==> src/rtl/mips_cpu_bus_muldiv_unit.sv <==
// Multi-cycle multiply/divide unit holding the architectural HI/LO registers.
// Multiply is radix-2 shift-add, divide is restoring; both run on magnitudes
// and fix up signs in a dedicated SIGN cycle before HI/LO are written.
// Optional build macro: MULDIV_EARLY_OUT_EN lets multiplies leave CALC as soon
// as the remaining multiplier bits are all zero (divide timing unchanged).
module mips_cpu_bus_muldiv_unit #(
  parameter int WIDTH = 32
) (
  input  logic             clk,
  input  logic             rst_n,
  input  logic             start,
  input  logic [4:0]       control_alu,
  input  logic [WIDTH-1:0] op_a,
  input  logic [WIDTH-1:0] op_b,
  output logic             busy,
  output logic             done,
  output logic [WIDTH-1:0] hi,
  output logic [WIDTH-1:0] lo
);

  localparam logic [4:0] OP_DIVU  = 5'd4;
  localparam logic [4:0] OP_DIV   = 5'd5;
  localparam logic [4:0] OP_MULTU = 5'd7;
  localparam logic [4:0] OP_MULT  = 5'd8;
  localparam logic [4:0] OP_MTLO  = 5'd18;
  localparam logic [4:0] OP_MTHI  = 5'd19;
  localparam int CW = $clog2(WIDTH) + 1;

  typedef enum logic [1:0] {S_IDLE, S_CALC, S_SIGN, S_DONE} state_t;

  state_t             state_q, state_d;
  logic [2*WIDTH-1:0] p_q, p_d;    // mult: product; div: {remainder, quotient}
  logic [2*WIDTH-1:0] a_q, a_d;    // mult: multiplicand shifted left each step
  logic [WIDTH-1:0]   b_q, b_d;    // mult: multiplier shifted right; div: divisor
  logic [CW-1:0]      cnt_q, cnt_d;
  logic               div_q, div_d;
  logic               negq_q, negq_d;  // negate product / quotient
  logic               negr_q, negr_d;  // negate remainder
  logic [WIDTH-1:0]   hi_q, hi_d, lo_q, lo_d;

  // Request decode; only meaningful while IDLE
  logic             is_div, is_md, signed_op, div_zero, accept_md, calc_exit;
  logic [WIDTH-1:0] abs_a, abs_b;
  assign is_div    = (control_alu == OP_DIV) || (control_alu == OP_DIVU);
  assign is_md     = is_div || (control_alu == OP_MULT) || (control_alu == OP_MULTU);
  assign signed_op = (control_alu == OP_DIV) || (control_alu == OP_MULT);
  assign div_zero  = is_div && (op_b == '0);
  assign abs_a     = (signed_op && op_a[WIDTH-1]) ? -op_a : op_a;
  assign abs_b     = (signed_op && op_b[WIDTH-1]) ? -op_b : op_b;
  assign accept_md = (state_q == S_IDLE) && start && is_md;

  // Restoring-divide step: shift one dividend bit into the partial remainder
  logic [WIDTH:0]   trial, diff;
  logic             ge;
  logic [WIDTH-1:0] rem_new;
  assign trial   = p_q[2*WIDTH-1:WIDTH-1];
  assign ge      = trial >= {1'b0, b_q};
  assign diff    = trial - {1'b0, b_q};
  assign rem_new = ge ? diff[WIDTH-1:0] : trial[WIDTH-1:0];

  // Sign fix-up results
  logic [2*WIDTH-1:0] prod_fix;
  assign prod_fix = negq_q ? -p_q : p_q;

`ifdef MULDIV_EARLY_OUT_EN
  assign calc_exit = (cnt_q == CW'(WIDTH-1)) || (!div_q && (b_q[WIDTH-1:1] == '0));
`else
  assign calc_exit = (cnt_q == CW'(WIDTH-1));
`endif

  // State register
  always_ff @(posedge clk or negedge rst_n) begin
    if (!rst_n) state_q <= S_IDLE;
    else        state_q <= state_d;
  end

  // Next-state logic
  always_comb begin
    state_d = state_q;
    case (state_q)
      S_IDLE: if (accept_md) state_d = div_zero ? S_DONE : S_CALC;
      S_CALC: if (calc_exit) state_d = S_SIGN;
      S_SIGN: state_d = S_DONE;
      S_DONE: state_d = S_IDLE;
      default: state_d = S_IDLE;
    endcase
  end

  // Outputs decoded from state
  always_comb begin
    busy = (state_q == S_CALC) || (state_q == S_SIGN);
    done = (state_q == S_DONE);
  end

  // Datapath next-state: load on acceptance, iterate in CALC, fix signs in SIGN
  always_comb begin
    p_d = p_q; a_d = a_q; b_d = b_q; cnt_d = cnt_q;
    div_d = div_q; negq_d = negq_q; negr_d = negr_q;
    hi_d = hi_q; lo_d = lo_q;
    case (state_q)
      S_IDLE: if (start) begin
        if (control_alu == OP_MTHI)      hi_d = op_a;
        else if (control_alu == OP_MTLO) lo_d = op_a;
        else if (is_md) begin
          cnt_d  = '0;
          div_d  = is_div;
          negq_d = signed_op && (op_a[WIDTH-1] ^ op_b[WIDTH-1]);
          negr_d = signed_op && op_a[WIDTH-1];
          b_d    = abs_b;
          if (div_zero) begin
            hi_d = op_a;
            lo_d = '1;
          end else if (is_div) begin
            p_d = {{WIDTH{1'b0}}, abs_a};
            a_d = '0;
          end else begin
            p_d = '0;
            a_d = {{WIDTH{1'b0}}, abs_a};
          end
        end
      end
      S_CALC: begin
        cnt_d = cnt_q + 1'b1;
        if (div_q) begin
          p_d = {rem_new, p_q[WIDTH-2:0], ge};
        end else begin
          if (b_q[0]) p_d = p_q + a_q;
          a_d = a_q << 1;
          b_d = b_q >> 1;
        end
      end
      S_SIGN: begin
        if (div_q) begin
          lo_d = negq_q ? -p_q[WIDTH-1:0] : p_q[WIDTH-1:0];
          hi_d = negr_q ? -p_q[2*WIDTH-1:WIDTH] : p_q[2*WIDTH-1:WIDTH];
        end else begin
          hi_d = prod_fix[2*WIDTH-1:WIDTH];
          lo_d = prod_fix[WIDTH-1:0];
        end
      end
      default: ;
    endcase
  end

  // Datapath registers
  always_ff @(posedge clk or negedge rst_n) begin
    if (!rst_n) begin
      p_q <= '0; a_q <= '0; b_q <= '0; cnt_q <= '0;
      div_q <= 1'b0; negq_q <= 1'b0; negr_q <= 1'b0;
      hi_q <= '0; lo_q <= '0;
    end else begin
      p_q <= p_d; a_q <= a_d; b_q <= b_d; cnt_q <= cnt_d;
      div_q <= div_d; negq_q <= negq_d; negr_q <= negr_d;
      hi_q <= hi_d; lo_q <= lo_d;
    end
  end

  assign hi = hi_q;
  assign lo = lo_q;

endmodule

==> config.mk <==
export PLATFORM = sky130hd
export DESIGN_NAME = mips_cpu_bus_muldiv_unit
export DESIGN_NICKNAME = d
export VERILOG_FILES = /design/src/rtl/mips_cpu_bus_muldiv_unit.sv
export SDC_FILE = /design/constraint.sdc
export NUM_CORES = 1
export LEC_CHECK = 0
export ABC_AREA = 0
export CORE_ASPECT_RATIO = 2
export CORE_MARGIN = 2
export CORE_UTILIZATION = 45
export CTS_CLUSTER_DIAMETER = 40
export CTS_CLUSTER_SIZE = 25
export DETAILED_ROUTE_END_ITERATION = 10
export SLEW_MARGIN = 20
export SYNTH_ARGS = -nofsm -noshare
export SYNTH_HDL_FRONTEND = slang
export SYNTH_SLANG_ARGS = --single-unit
==> constraint.sdc <==
create_clock -name clk -period 9.6 [get_ports clk]
set_input_delay 1.92 -clock clk [delete_from_list [all_inputs] [get_ports clk]]
set_output_delay 1.92 -clock clk [all_outputs]
set_load 0.01 [all_outputs]
Word level (Yosys, flattened, before mapping)
Cells that the tools add are included.

operators by class
  $lt $le $gt $ge = 1
  add/sub/neg operators = 8
  equality and inequality tests = 24
  reduce and logical (&&, ||, !) cells = 23
  bitwise logic cells = 3
  muxes and demuxes = 52

operators with widths
  operator             number
  $mux 64              14
  $mux 32              24
  $pmux 64 s2          2
  $pmux 32 s2          3
  $neg 32->32          4
  $add 64x64->64       1
  $neg 64->64          1
  $ge 33x32->1         1
  $logic_not 32->1     1
  $sub 32x32->32       1
  $mux 6               4
  $reduce_and 5->1     4
  $ne 2x2->1 const B   8
  $eq 5x3->1 const B   3
  $reduce_and 7->1     2
  $ne 3x2->1 const B   4
  $pmux 6 s2           1
  $eq 5x5->1 const B   2
  $pmux 2 s4           1
  $add 6x1->6 const B  1
  $eq 6x5->1 const B   1
  $logic_and 1x1->1    6
  $mux 2               3
  $ne 3x3->1 const B   2
  10 further kinds     17

storage, ports and cells
  output and inout port bits = 66
  register bits = 235
  input bits = 72
  word-level logic and storage cells = 121

Logic depth before layout (Yosys ltp)
  depth after elaboration = 11
  gate-level depth with buffers = 16
  depth with buffers taken out = 15

Least setup slack after synthesis
OpenSTA, ideal clock, no wires.

  path type = input to register
  from = input port op_b[8]
  to = register p_q[62]
  path buffers = 0
  setup slack = 5.206 ns
  library setup time = 0.124 ns
  stages on the path = 11
  required time = 9.476 ns
  arrival = 4.271 ns
  cells stage by stage = or4_4 > or4_4 > nor3_2 > nand2_1 > nor4_4 > a21bo_4 > nor2_2 > nand2_2 > nor2_1 > a21o_1 > a211o_1

between the ends
  longest elaborated chain between the ends = 4

RTL lines
  what                        line  text
  from (decl)                 14    input logic [WIDTH-1:0] op_b,
  $logic_not 32->1            47    assign div_zero = is_div && (op_b == '0);
  $logic_and 1x1->1           47
  $ne 2x2->1 (no line)        n/a
  $reduce_and 7->1 (no line)  n/a
  to (signal assigned)        148   p_q <= '0; a_q <= '0; b_q <= '0; cnt_q <= '0;
  to (signal assigned)        152   p_q <= p_d; a_q <= a_d; b_q <= b_d; cnt_q <= cnt_d;
  to (decl)                   32    logic [2*WIDTH-1:0] p_q, p_d;

No other way between the ends.
A chain may end at the register's enable or synchronous reset.

Worst setup path in the final report
  from = input port op_b[6]
  to = register p_q[62]

The elaborated chain is that of the path after synthesis.

==> run summary <==
status = finished, final reports clean
die footprint = 44900 sq um
Worst Setup Start Kind = input pin
CTS clk-pin slew, worst paths = 70 ps
Pleak = 9.48 nW
Max FO, Critical Path = 88
number of antenna diodes = 0
vias in the first global route = 19.2k
Max Freq = 166 MHz
crit path kind = input pin to flop
Post-Layout Cell Count = 3158
Detailed Place HPWL = 58.6 mm
DR DRC count = 0
Synth Net Count = 2737
fin worst setup slack = 3580 ps
core area = 42600 sq um
PortBufs = 137
Final nets = 2770
synthesized flop and latch total = 235
Die H = 298 microns
Synth Flop Type = dfrtp_1
first-pass GRT wire length = 113 mm
Mapped Cells = 2559
Slew HR = 0.288
Initial Util = 0.456
Synth Area per Inst = 7.59 sq um
WP data required = 10000 ps
MaxCap Viol Count = 0
Tmin final = 6020 ps
Worst Skew = 16.5 ps
Setup Fix Bufs, Post-CTS = 0
overall routing resource usage = 0.333
post-CTS sizing = 0
Mapped Area = 19400 sq um
IO Pins = 138
PD cells = 330 nW/um^2
final WL = 75.6 mm
htree depth = 2
initial antenna violation count = 0
yosys warns = 0
Util after Layout = 0.523
setup TNS after final layout = 0 ps
dpl cells = 3100
leading cell type in the layout, fill and taps excluded = nand2_1
commonest cells after routing, fill and taps aside = nand2_1 (409), o21ai_0 (359), a21oi_1 (238)
type of the worst min-delay path = flop to flop
Seq/Total Area, Yosys = 0.303
RSZ-0062 raised after global routing = false
DR iter-0 viols = 1310
vias per cell = 6.11
Die Wd = 151 microns
clk sinks = 235
share of cells above drive strength 1 = 0.0475
routability cong. = 0.994
final hold vios = 0
setup violators final = 0
DRT antenna net count = 0
actual slew at the worst max-slew pin = 1060 ps
GRT overflow = 0
Final Total Pwr = 0.00734 W
final cycle utilization of the critical path = 0.627
DR WL/cell = 23.9 microns
dpl ws = 3100 ps
Core Rows = 107
CTS Root Buffer Type = clkbuf_16
largest net degree at the start of global routing = 133
Worst EP arrival = 6420 ps
worst vdd ir = 210 uV
DR pass1 iterations = 5
area grow syn2layout = 14.6%
ys async rst share = 1.00
Yosys cell types = 80
number of clock buffers inserted by TritonCTS = 35
CTS tree = yes
worst-case clock buffer depth = 3
fin. max-slew vios = 0
cts hold-fix bufs = 0
Worst setup EP type = flop
EDFF count, synth = 0
Via Count = 19.3k
Skew-Pair Late Insertion Delay = 530 ps
-- Yosys cell counts (34+ instances only) --
cell type / n / area [sq um]
nand2_1: 410 / 1540
o21ai_0: 359 / 1800
a21oi_1: 238 / 1190
dfrtp_1: 235 / 5880
nor2_1: 189 / 709
clkbuf_1: 138 / 518
xnor2_1: 109 / 955
ha_1: 104 / 1300
xor2_1: 88 / 771
inv_1: 68 / 255
a21o_1: 53 / 398
nor3_1: 40 / 200
nand4_1: 37 / 231
a22oi_1: 34 / 255
nand3_1: 34 / 170
-- critical path, stage by stage --
cell,delay [ps]
clkdlybuf4s50_1,480
or4_4,560
or4_4,450
nor3_2,360
nand2_1,190
nor4_4,500
a21bo_4,310
buf_4,690
nor2_2,240
nand4_1,160
o311ai_1,100
a21o_1,170
a211o_1,260
-- through the flow --
stage | hold slack [ps] | instance area, sq um
after floorplan | 471 | 19400
after global placement | 461 | 21100
after detailed placement | 469 | 21100
after CTS | 484 | 22300
after global routing | 507 | 22300
final | 480 | 22300
-- layout make-up --
class                   instances  area [sq um]
well taps                     545           682
inverters                      70           263
repair buffers                158          1550
clock inverters                21           304
clock buffers                  37           883
multi-input cells            2092         12700
flip-flops and latches        235          5880
fillers                      4176         20300
-- cell families after synthesis --
family,synth area share
buffers and inverters,0.0462
AO/OA/AOI/OAI,0.274
AND/OR/NAND/NOR,0.198
multiplexers,0.0206
adder cells (fa/ha/maj),0.0691
flip-flops,0.303
XOR/XNOR,0.0889
-- layer usage --
metal | vias to the layer above | GRT usage | part of all wire
li1 | 9214 | - | -
met1 | 9146 | 0.310 | 0.32
met2 | 669 | 0.612 | 0.52
met3 | 281 | 0.0389 | 0.042
met4 | 0 | 0.304 | 0.11
met5 | - | 0 | 0
-- state kept, by name, summed over array words and instances (netlist names) --
| register | cells |
|---|---|
| cnt_q | 6 |
| div_q | 1 |
| hi | 32 |
| negr_q | 1 |
| state_q | 2 |
| p_q | 64 |
| negq_q | 1 |
| a_q | 64 |
| lo | 32 |
| b_q | 32 |
-- worst paths after layout --
kind	slack [ps]	depth (start not counted)	endpoint	from
max in group asynchronous	6940	2	a_q[44]	rst_n
hold / removal	480	2	lo[11]	lo[11]
setup reg to reg	4940	12	p_q[59]	p_q[37]
setup / recovery	3580	13	p_q[62]	op_b[6]
hold reg to reg	480	2	lo[11]	lo[11]
min in group asynchronous	1370	1	lo[4]	rst_n
-- report_power, final --
group	switching [W]	internal (W)
logic	0.00259	0.00156
registers	0.000499	0.00134
clock network	0.000533	0.000820
total	0.00362	0.00373
Note: power is estimated with default switching activity, not from simulation.
